### src/rtl/ntt_batch_stream_ctrl.sv
// Batch streaming controller: reads n polynomials from an input BRAM into an SDF NTT core
// and writes the core results back to an output BRAM, with start/busy/done handshake.
module ntt_batch_stream_ctrl #(
    parameter int LOGN        = 10,
    parameter int LOGQ        = 64,
    parameter int NUM_POLY    = 4,
    parameter int PW          = (NUM_POLY > 1) ? $clog2(NUM_POLY) : 1,
    parameter int ADDRW       = PW + LOGN,
    parameter int START_DELAY = 10,
    parameter int DELAY_BRAM  = 2
) (
    input  logic             clk,
    input  logic             rst,
    input  logic             start,
    input  logic             intt,
    input  logic             bitrev_out,
    input  logic [PW:0]      num_poly,
    output logic             busy,
    output logic             done,
    output logic             overflow,
    output logic             rd_en,
    output logic [ADDRW-1:0] rd_addr,
    input  logic [LOGQ-1:0]  rd_data,
    output logic             core_start,
    output logic             core_intt,
    output logic [LOGQ-1:0]  core_in,
    input  logic             core_valid,
    input  logic [LOGQ-1:0]  core_out,
    output logic             wr_en,
    output logic [ADDRW-1:0] wr_addr,
    output logic [LOGQ-1:0]  wr_data
);

    localparam int CW  = ADDRW + 1;
    localparam int DCW = (START_DELAY < 2) ? 1 : $clog2(START_DELAY + 1);
    localparam logic [PW:0] NP_MAX = (PW + 1)'(NUM_POLY);

    typedef enum logic [2:0] {S_IDLE, S_PRIME, S_STREAM, S_DRAIN, S_DONE} state_t;

    state_t                state_q, state_d;
    logic [DCW-1:0]        dcnt_q, dcnt_d;
    logic [CW-1:0]         rcnt_q, rcnt_d;
    logic [CW-1:0]         wcnt_q, wcnt_d;
    logic [CW-1:0]         total_q, total_d;
    logic                  intt_q, intt_d;
    logic                  bitrev_q, bitrev_d;
    logic                  ovf_q, ovf_d;
    logic                  busy_q, busy_d;
    logic                  done_q, done_d;
    logic                  rd_en_q, rd_en_d;
    logic                  cs_q, cs_d;
    logic [DELAY_BRAM-1:0] pipe_q, pipe_d;
    logic [PW:0]           n_clamp;
    logic                  write_ok;
    logic                  wr_fire;

    function automatic logic [LOGN-1:0] bit_reverse(input logic [LOGN-1:0] v);
        logic [LOGN-1:0] r;
        for (int i = 0; i < LOGN; i++) begin
            r[i] = v[LOGN-1-i];
        end
        return r;
    endfunction

    always_comb begin
        n_clamp  = (num_poly == '0 || num_poly > NP_MAX) ? NP_MAX : num_poly;
        write_ok = (state_q == S_STREAM || state_q == S_DRAIN) && (wcnt_q < total_q);
        wr_fire  = core_valid && write_ok;

        state_d  = state_q;
        dcnt_d   = dcnt_q;
        rcnt_d   = rcnt_q;
        total_d  = total_q;
        intt_d   = intt_q;
        bitrev_d = bitrev_q;
        wcnt_d   = wr_fire ? wcnt_q + 1'b1 : wcnt_q;
        ovf_d    = ovf_q | (core_valid & ~write_ok);
        // pipe tracks which cycles carry valid BRAM read data
        pipe_d   = (pipe_q << 1) | DELAY_BRAM'(rd_en_q);

        case (state_q)
            S_IDLE: begin
                if (start) begin
                    state_d  = (START_DELAY == 0) ? S_STREAM : S_PRIME;
                    intt_d   = intt;
                    bitrev_d = bitrev_out;
                    total_d  = {n_clamp, {LOGN{1'b0}}};
                    dcnt_d   = '0;
                    rcnt_d   = '0;
                    wcnt_d   = '0;
                    ovf_d    = 1'b0;
                    pipe_d   = '0;
                end
            end
            S_PRIME: begin
                if (dcnt_q == DCW'(START_DELAY - 1)) begin
                    state_d = S_STREAM;
                end else begin
                    dcnt_d = dcnt_q + 1'b1;
                end
            end
            S_STREAM: begin
                rcnt_d = rcnt_q + 1'b1;
                if (rcnt_q == total_q - 1'b1) begin
                    state_d = S_DRAIN;
                end
            end
            S_DRAIN: begin
                // the edge that writes the last word also enters DONE
                if (wcnt_d == total_q) begin
                    state_d = S_DONE;
                end
            end
            S_DONE:  state_d = S_IDLE;
            default: state_d = S_IDLE;
        endcase

        busy_d  = (state_d != S_IDLE);
        done_d  = (state_d == S_DONE);
        rd_en_d = (state_d == S_STREAM);
        cs_d    = (state_d == S_STREAM || state_d == S_DRAIN) && (cs_q || pipe_d[DELAY_BRAM-1]);
    end

    always_ff @(posedge clk) begin
        if (!rst) begin
            state_q  <= S_IDLE;
            dcnt_q   <= '0;
            rcnt_q   <= '0;
            wcnt_q   <= '0;
            total_q  <= '0;
            intt_q   <= 1'b0;
            bitrev_q <= 1'b0;
            ovf_q    <= 1'b0;
            busy_q   <= 1'b0;
            done_q   <= 1'b0;
            rd_en_q  <= 1'b0;
            cs_q     <= 1'b0;
            pipe_q   <= '0;
        end else begin
            state_q  <= state_d;
            dcnt_q   <= dcnt_d;
            rcnt_q   <= rcnt_d;
            wcnt_q   <= wcnt_d;
            total_q  <= total_d;
            intt_q   <= intt_d;
            bitrev_q <= bitrev_d;
            ovf_q    <= ovf_d;
            busy_q   <= busy_d;
            done_q   <= done_d;
            rd_en_q  <= rd_en_d;
            cs_q     <= cs_d;
            pipe_q   <= pipe_d;
        end
    end

    assign busy       = busy_q;
    assign done       = done_q;
    assign overflow   = ovf_q;
    assign rd_en      = rd_en_q;
    assign rd_addr    = rd_en_q ? rcnt_q[ADDRW-1:0] : '0;
    assign core_start = cs_q;
    assign core_intt  = intt_q & busy_q;
    assign core_in    = pipe_q[DELAY_BRAM-1] ? rd_data : '0;
    assign wr_en      = wr_fire;
    assign wr_addr    = wr_fire ? {wcnt_q[ADDRW-1:LOGN],
                                   bitrev_q ? bit_reverse(wcnt_q[LOGN-1:0]) : wcnt_q[LOGN-1:0]}
                                : '0;
    assign wr_data    = wr_fire ? core_out : '0;

endmodule

### config.mk
export PLATFORM = sky130hd
export DESIGN_NAME = ntt_batch_stream_ctrl
export DESIGN_NICKNAME = d
export VERILOG_FILES = /design/src/rtl/ntt_batch_stream_ctrl.sv
export SDC_FILE = /design/constraint.sdc
export NUM_CORES = 1
export LEC_CHECK = 0
export BUFFER_PORTS_ARGS = -buffer_cell sky130_fd_sc_hd__buf_2
export CAP_MARGIN = 40
export CELL_PAD_IN_SITES_DETAIL_PLACEMENT = 2
export CELL_PAD_IN_SITES_GLOBAL_PLACEMENT = 2
export CORE_MARGIN = 2
export CORE_UTILIZATION = 18
export CTS_CLUSTER_DIAMETER = 80
export DETAILED_ROUTE_END_ITERATION = 8
export GPL_ROUTABILITY_DRIVEN = 0
export GPL_TIMING_DRIVEN = 0
export PLACE_DENSITY_LB_ADDON = 0.12
export SLEW_MARGIN = 15
export SYNTH_ARGS = -nofsm -noshare
export SYNTH_HDL_FRONTEND = slang
export SYNTH_SLANG_ARGS = --single-unit
### constraint.sdc
create_clock -name clk -period 3.8 [get_ports clk]
set_clock_uncertainty 0.2 [all_clocks]
set_input_delay 0.76 -clock clk [delete_from_list [all_inputs] [get_ports clk]]
set_output_delay 0.76 -clock clk [all_outputs]
set_load 0.01 [all_outputs]
==> results of run 1 <==
-- cell usage in the layout, fill, tap and decap left out, types with 8 or more instances in the layout --
cell	n
nor2_1	55
xor2_1	11
inv_1	8
xnor2_1	10
buf_2	294
a21oi_1	19
nand3_1	11
ha_1	8
dfxtp_1	45
and2_1	145
nand2_1	20
mux2i_1	12
clkbuf_1	25
o21ai_0	11
-- sequential cells by signal, indices dropped and copies added, names as in the netlist --
register and count:
pipe_q 2, state_q 3, dcnt_q 4, intt_q 1, busy 1, overflow 1
wcnt_q 13, rcnt_q 13, core_start 1, total_q 3, done 1, bitrev_q 1
rd_en 1
-- what timing repair did --
action / in CTS / in global routing
gates cloned: 0 / 0
endpoints found under the setup margin: 66 / 51
gates resized for setup: 2 / 2
buffers inserted: 0 / 3
endpoints found under the hold margin: 0 / 0
-- layer usage --
| layer | GRT usage, % | wire length, microns | vias to the layer above |
|---|---|---|---|
| li1 | - | - | 2108 |
| met3 | 3.30 | 1090 | 12 |
| met4 | 2.76 | 157 | 0 |
| met5 | 0 | 0 | - |
| met1 | 15.3 | 5890 | 2030 |
| met2 | 28.8 | 8310 | 168 |
-- layout make-up --
class | instances | area [sq um] | share of cell area, %
plain buffers | 29 | 141 | 2.61
clock buffers | 7 | 143 | 2.63
clock inverters | 1 | 30.0 | 0.555
inverters | 9 | 33.8 | 0.624
multi-input cells | 373 | 2380 | 43.9
flip-flops and latches | 45 | 901 | 16.6
well taps | 234 | 293 | 5.41
repair buffers | 297 | 1490 | 27.6
-- power by group --
part | total [W] | internal [W] | switching (W)
combinational | 0.000151 | 0.0000788 | 0.0000721
sequential | 0.000487 | 0.000479 | 0.00000734
clock | 0.000516 | 0.000329 | 0.000187
-- stage by stage --
step	std cells	worst slack, ns	setup TNS [ns]	utilization (%)	power [W]
finish	995	0.171	0	28.9	0.00115
global route	995	0.00110	0	28.9	0.00122
CTS	992	0.0708	0	28.7	0.00118
detailed placement	985	-0.118	-2.33	27.8	0.000651
global placement	985	-0.0439	-0.233	27.8	0.000646
floorplan	457	0.776	0	-	0.000558
-- worst min-delay path by stage --
stage	start	endpoint	slack, ns	cells after the start
global route	overflow	overflow	0.31	2
global placement	overflow	overflow	0.26	2
detailed placement	overflow	overflow	0.27	2
floorplan	pipe_q[0]	pipe_q[1]	0.25	1
CTS	overflow	overflow	0.28	2
finish	overflow	overflow	0.28	2
-- cell usage after synthesis (2+ instances only) --
cell type / number
dfxtp_1: 45
nand3_1: 11
and2_1: 145
nor2_1: 55
a21oi_1: 19
a211oi_1: 3
xor2_1: 11
nor2b_1: 3
and3_1: 6
inv_1: 9
nand4_1: 6
ha_1: 8
o21ai_1: 2
o21ai_0: 11
or3_1: 2
nor3b_1: 2
nand3b_1: 4
clkbuf_1: 26
xnor2_1: 10
mux2_2: 6
or3b_2: 2
mux2i_1: 12
nor3_1: 6
clkbuf_8: 2
and3_2: 2
nor4_1: 4
a31oi_1: 2
nand2_1: 20
-- worst min-delay path: stages (launching register included) --
cell and delay (ns):
dfxtp_1 0.33, a21oi_1 0.04, nor2_1 0.07
-- cells by family (layout without fill, tap and decap cells) --
| kind of cell | count (synthesis) | after routing |
|---|---|---|
| xor gates and xnor gates | 22 | 22 |
| AOI/OAI and AO/OA | 48 | 48 |
| buffers and inverters | 39 | 343 |
| and+or+nand+nor | 276 | 276 |
| adders and majority gates | 8 | 8 |
| DFF | 45 | 45 |
| muxes | 19 | 19 |
==> key figures, run 1 <==
Layout
  • Fin area: 5420 sq um
  • Synth-to-Final Area Change: 56.8%
  • Layout cells sized above 1: 43.2%
  • Fillcell total: 2306
  • NumNets Final: 905
  • Diodes inserted: 0

Detailed routing
  • Initial drt markers: 54
  • Final ANT Viol Nets: 0
  • 1st-pass router iterations: 3
  • Post-DR wirelength/cell: 15.5 microns
  • Remaining DRCs: 0
  • DRT Wirelength: 15400 microns
  • Via count: 4318
  • Vias per inst: 4.34

Clock network
  • Clk sinks: 45
  • Later-pin clock latency in the skew report: 0.29 ns
  • Max clock buf depth: 2
  • Root Buffer: clkbuf_16
  • Cts bufs inserted: 5
  • # hold bufs at CTS: 0
  • H-tree levels: 2
  • CTS tree: yes
  • Worst-path clk slew: 0.07 ns

Critical path
  • Setup Crit Path Kind: flop to flop
  • Crit. path cell count: 9
  • R2r setup slk: 0.17 ns
  • CP Cell Sequence: inv_1 > ha_1 > o21ai_2 > o21ai_1 > or3_1 > clkbuf_1 > xnor2_1 > a2111oi_0 > a21oi_1
  • Arrival time worst endpoint: 3.56 ns
  • Worst Setup SP: total_q[11]
  • Startpoint types: flop
  • Req. time, crit path: 3.74 ns
  • Slowest Stage Delay on Critical Path: 0.90 ns
  • Worst r2r path cells: 9
  • Family with the most delay on the worst path: compound AO/OA/AOI/OAI gates
  • Worst Setup EP: state_q[1]
  • R2r endpoint: state_q[1]
  • Crit-path max FO: 6
  • Type of destination of the critical path: flop
  • Worst R2R Start: total_q[11]
  • Buf/Inv on CP: 2
  • Crit path max-delay cell type: a2111oi_0

Synth
  • Synth warn: 0
  • Ranking of synthesized cells by area: and2_1, dfxtp_1, nor2_1
  • Most used DFF post-synth: dfxtp_1
  • Avg Inst Size Synth: 7.56 sq um
  • Mux share of post-synthesis cell area: 5.87%
  • Synth Instances: 457
  • Simple-gate share of the synthesized area: 45.2%
  • EDFF count, synth: 0
  • Cell Area, Synth: 3450 sq um
  • Compound-Gate Fraction of Synth Area: 8.69%
  • Share of Yosys cell area claimed by the top area cell type: 26.3%
  • Seq/Total Area, Yosys: 26.1%
  • Synth area leader: and2_1
  • Largest family of logic cells by synthesized area: simple AND/OR/NAND/NOR gates
  • FFs w/ async S/R, synth: 0%
  • XOR/XNOR share of the synthesized area: 6.08%
  • Area share of fa/ha/maj cells after synthesis: 2.90%
  • Distinct cells, synth: 51
  • #FFs+latches synth: 45
  • Syn nets: 602

Run status
  • Status: finished, final reports clean

GRT
  • Largest net degree at the start of global routing: 14
  • Number of global-route vias before repair: 4680
  • First-pass GRT wire length: 23500 microns
  • Total gr overflow: 0
  • Initial antenna violation count: 0
  • Global-route usage over all layers: 14.4%

Floorplanning
  • Top-Level Pins: 296
  • Initial Utilization: 18.4%
  • Die Width: 143 microns
  • Core area: 18800 sq um
  • Rows: 50
  • Die area: 20300 sq um
  • Die Y-Extent: 143 microns

Min path
  • HP Class: flop to flop

STA
  • Final Cycle Share: 95.5%
  • Final min period: 3.63 ns
  • RSZ-0062 raised after global routing: false
  • Final Hold Fails: 0
  • Fmax achieved: 0.276 GHz
  • Fin Hold WS: 0.279 ns
  • Final Max Slew Viols: 0
  • Slew HR: 32.4%
  • Setup violations, final: 0
  • Slew @ Worst Pin: 0.989 ns

Pwr
  • Pleak: 2.88 nW
  • PwrDens: 213 nW/um^2
  • Peak supply drop: 0.000132 V

Job
  • Total of max-cap violations: 0

Placement
  • Final HPWL DP: 13100 microns
  • Area after DPL: 5220 sq um
  • Buffers on Ports: 294
No activity file was read; power rests on OpenSTA's default activity.
==> run 2: changes to the inputs <==
--- a/config.mk
+++ b/config.mk
@@ -10,7 +10,7 @@
 export CELL_PAD_IN_SITES_DETAIL_PLACEMENT = 2
 export CELL_PAD_IN_SITES_GLOBAL_PLACEMENT = 2
 export CORE_MARGIN = 2
-export CORE_UTILIZATION = 18
+export CORE_UTILIZATION = 20
 export CTS_CLUSTER_DIAMETER = 80
 export DETAILED_ROUTE_END_ITERATION = 8
 export GPL_ROUTABILITY_DRIVEN = 0
==> constraint.sdc (replaced) <==
create_clock -name clk -period 4.59 [get_ports clk]
set_clock_uncertainty 0.2 [all_clocks]
set_input_delay 0.918 -clock clk [delete_from_list [all_inputs] [get_ports clk]]
set_output_delay 0.918 -clock clk [all_outputs]
set_load 0.01 [all_outputs]
==> key figures, run 2 (synthesis gave the netlist of run 1 again) <==
Run status
  • Status: finished, final reports clean (unchanged)

Clock network
  • Worst-path clk slew: 0.07 ns (about the same)
  • Later-pin clock latency in the skew report: 0.30 ns (was 0.29 ns)
  • Setup Buffers After CTS: 0 (unchanged)
  • Cts bufs inserted: 5 (unchanged)
  • CTS tree: yes (unchanged)
  • Max clock buf depth: 2 (unchanged)
  • Clk sinks: 45 (unchanged)
  • H-tree levels: 2 (unchanged)
  • Root Buffer: clkbuf_16 (unchanged)

GRT
  • Total gr overflow: 0 (unchanged)
  • Initial antenna violation count: 0 (unchanged)
  • Met3 Track Usage GR: 4.23% (was 3.30%)
  • First-pass GRT wire length: 24100 microns (was 23500 microns)
  • Number of global-route vias before repair: 4680 (unchanged)
  • GRT busiest layer: met2 (unchanged)
  • Met2 usage: 32.3% (was 28.8%)
  • Grt met1 use: 17.8% (was 15.3%)
  • Largest net degree at the start of global routing: 17 (was 14)
  • Global-route usage over all layers: 16.6% (was 14.4%)

Placement
  • Buffers on Ports: 294 (unchanged)
  • Area after DPL: 5210 sq um (was 5220 sq um)
  • Final HPWL DP: 13600 microns (was 13100 microns)

Job
  • Total of max-cap violations: 0 (unchanged)

STA
  • Slew HR: 40.5% (was 32.4%)
  • Setup violations, final: 0 (unchanged)
  • Final min period: 4.09 ns
  • Final Cycle Share: 89.1%
  • Slew @ Worst Pin: 0.871 ns (was 0.989 ns)
  • Final Hold Fails: 0 (unchanged)
  • Setup_tns: 0 ns (unchanged)
  • RSZ-0062 raised after global routing: false (unchanged)
  • Fmax achieved: 0.245 GHz
  • Final Max Slew Viols: 0 (unchanged)

Pwr
  • Switching share of total power: 25.0% (was 23.1%)
  • Pint: 0.000723 W (was 0.000887 W)
  • Power share of the sequential group: 41.8% (was 42.2%)
  • Logic pwr share: 13.1% (about the same)
  • Clk pwr share: 45.2% (was 44.7%)
  • Peak supply drop: 0.000131 V (was 0.000132 V)
  • PwrDens: 179 nW/um^2 (was 213 nW/um^2)
  • Psw: 0.000241 W (was 0.000267 W)
  • Pleak: 2.86 nW (was 2.88 nW)

Detailed routing
  • Post-DR wirelength/cell: 16.0 microns (was 15.5 microns)
  • Via count: 4326 (was 4318)
  • Remaining DRCs: 0 (unchanged)
  • Initial drt markers: 131 (was 54)
  • Final ANT Viol Nets: 0 (unchanged)
  • Vias per inst: 4.40 (was 4.34)
  • 1st-pass router iterations: 4 (was 3)
  • DRT Wirelength: 15700 microns (was 15400 microns)

Critical path
  • Crit-path max FO: 13 (was 6)
  • Req. time, crit path: 3.47 ns (was 3.74 ns)
  • Slowest Stage Delay on Critical Path: 0.43 ns (was 0.90 ns)
  • Buf/Inv on CP: 4 (was 2)
  • CP Cell Sequence: inv_1 > ha_1 > o21ai_1 > o21ai_1 > inv_1 > clkbuf_1 > and2_1 > buf_2 (was inv_1 > ha_1 > o21ai_2 > o21ai_1 > or3_1 > clkbuf_1 > xnor2_1 > a2111oi_0 > a21oi_1)
  • Crit path max-delay cell type: o21ai_1 (was a2111oi_0)
  • Startpoint types: flop (unchanged)
  • Type of destination of the critical path: output port (was flop)
  • Arrival time worst endpoint: 2.97 ns (was 3.56 ns)
  • Setup Crit Path Kind: flop to output port (was flop to flop)
  • Family with the most delay on the worst path: buffers and inverters (was compound AO/OA/AOI/OAI gates)

Layout
  • Largest regs: rcnt_q: 13 flops, wcnt_q: 13 flops, dcnt_q: 4 flops (unchanged)
  • Most common cell after layout, fill and taps aside: buf_2 (unchanged)
  • Synth-to-Final Area Change: 55.6% (was 56.8%)
  • Most frequent cells in the layout: buf_2, and2_1, nor2_1, dfxtp_1, clkbuf_1 (unchanged)
  • Diodes inserted: 0 (unchanged)
  • Fin area: 5380 sq um (was 5420 sq um)
  • NumNets Final: 902 (was 905)
  • Layout cells sized above 1: 42.7% (was 43.2%)

Floorplanning
  • Die Y-Extent: 135 microns (was 143 microns)
  • Rows: 48 (was 50)
  • Die Width: 135 microns (was 143 microns)
  • Top-Level Pins: 296 (unchanged)
  • Initial Utilization: 20.2% (was 18.4%)
  • Die area: 18300 sq um (was 20300 sq um)
  • Core area: 17100 sq um (was 18800 sq um)

Min path
  • HP Class: flop to flop (unchanged)
-- run 2: changes by cell type in the layout (fill, tap and decap cells not counted), sizes merged --
cell / before / now
inv: 9 / 11
buf: 299 / 296
clkbuf: 34 / 32
-- run 2: worst reg2reg max path: cells and delay by family (launching register included) --
family,cells,cell delay [ns]
AO/OA/AOI/OAI,4,1.54
XOR/XNOR,1,0.21
adder cells (fa/ha/maj),1,0.30
buffers and inverters,2,0.55
flip-flops,1,0.40
AND/OR/NAND/NOR,1,0.24
-- run 2: area by class of cell --
cell class,instances,area (sq um)
Tap cell,225,282
Inverter,9,33.8
Multi-Input combinational cell,373,2380
Fill cell,2090,11700
Clock inverter,3,47.5
Sequential cell,45,901
Clock buffer,5,125
Timing Repair Buffer,294,1470
Buffer,29,140
-- run 2: layer usage --
metal | up-vias | routed length, microns
met5 | - | 0
met4 | 0 | 302
met3 | 21 | 983
met2 | 167 | 8340
met1 | 2035 | 6060
li1 | 2103 | -
-- run 2: per-stage QoR --
stage                     cells  total power (W)  hold slack [ns]  util (%)  setup slack (ns)
after CTS                   984         0.000982            0.304      31.4             0.173
final                       983         0.000963            0.293      31.4             0.502
after global routing        983          0.00102            0.325      31.4            0.0790
after floorplan             457         0.000462            0.248         -              1.27
after detailed placement    976         0.000540            0.280      30.4             0.504
after global placement      976         0.000536            0.276      30.4             0.573
-- run 2: what timing repair did --
item	in CTS	in global routing
hold buffers	0	0
gates resized for setup	0	0
setup endpoints to repair	0	33
-- run 2: path summary, 6_finish.rpt --
check | startpoint | to | slack (ns) | depth (start not counted)
max | total_q[11] | wr_data[2] | 0.50 | 8
min | overflow | overflow | 0.29 | 2
min reg2reg | overflow | overflow | 0.29 | 2
max reg2reg | total_q[11] | state_q[1] | 1.01 | 9
-- run 2: power groups by stage --
stage | Sequential, W | Clock [W] | Combinational, W
after global routing | 0.000404 | 0.000470 | 0.000142
after floorplan | 0.000411 | 0 | 0.0000510
after detailed placement | 0.000412 | 0 | 0.000129
after global placement | 0.000412 | 0 | 0.000124
after CTS | 0.000403 | 0.000450 | 0.000130
final | 0.000402 | 0.000435 | 0.000126
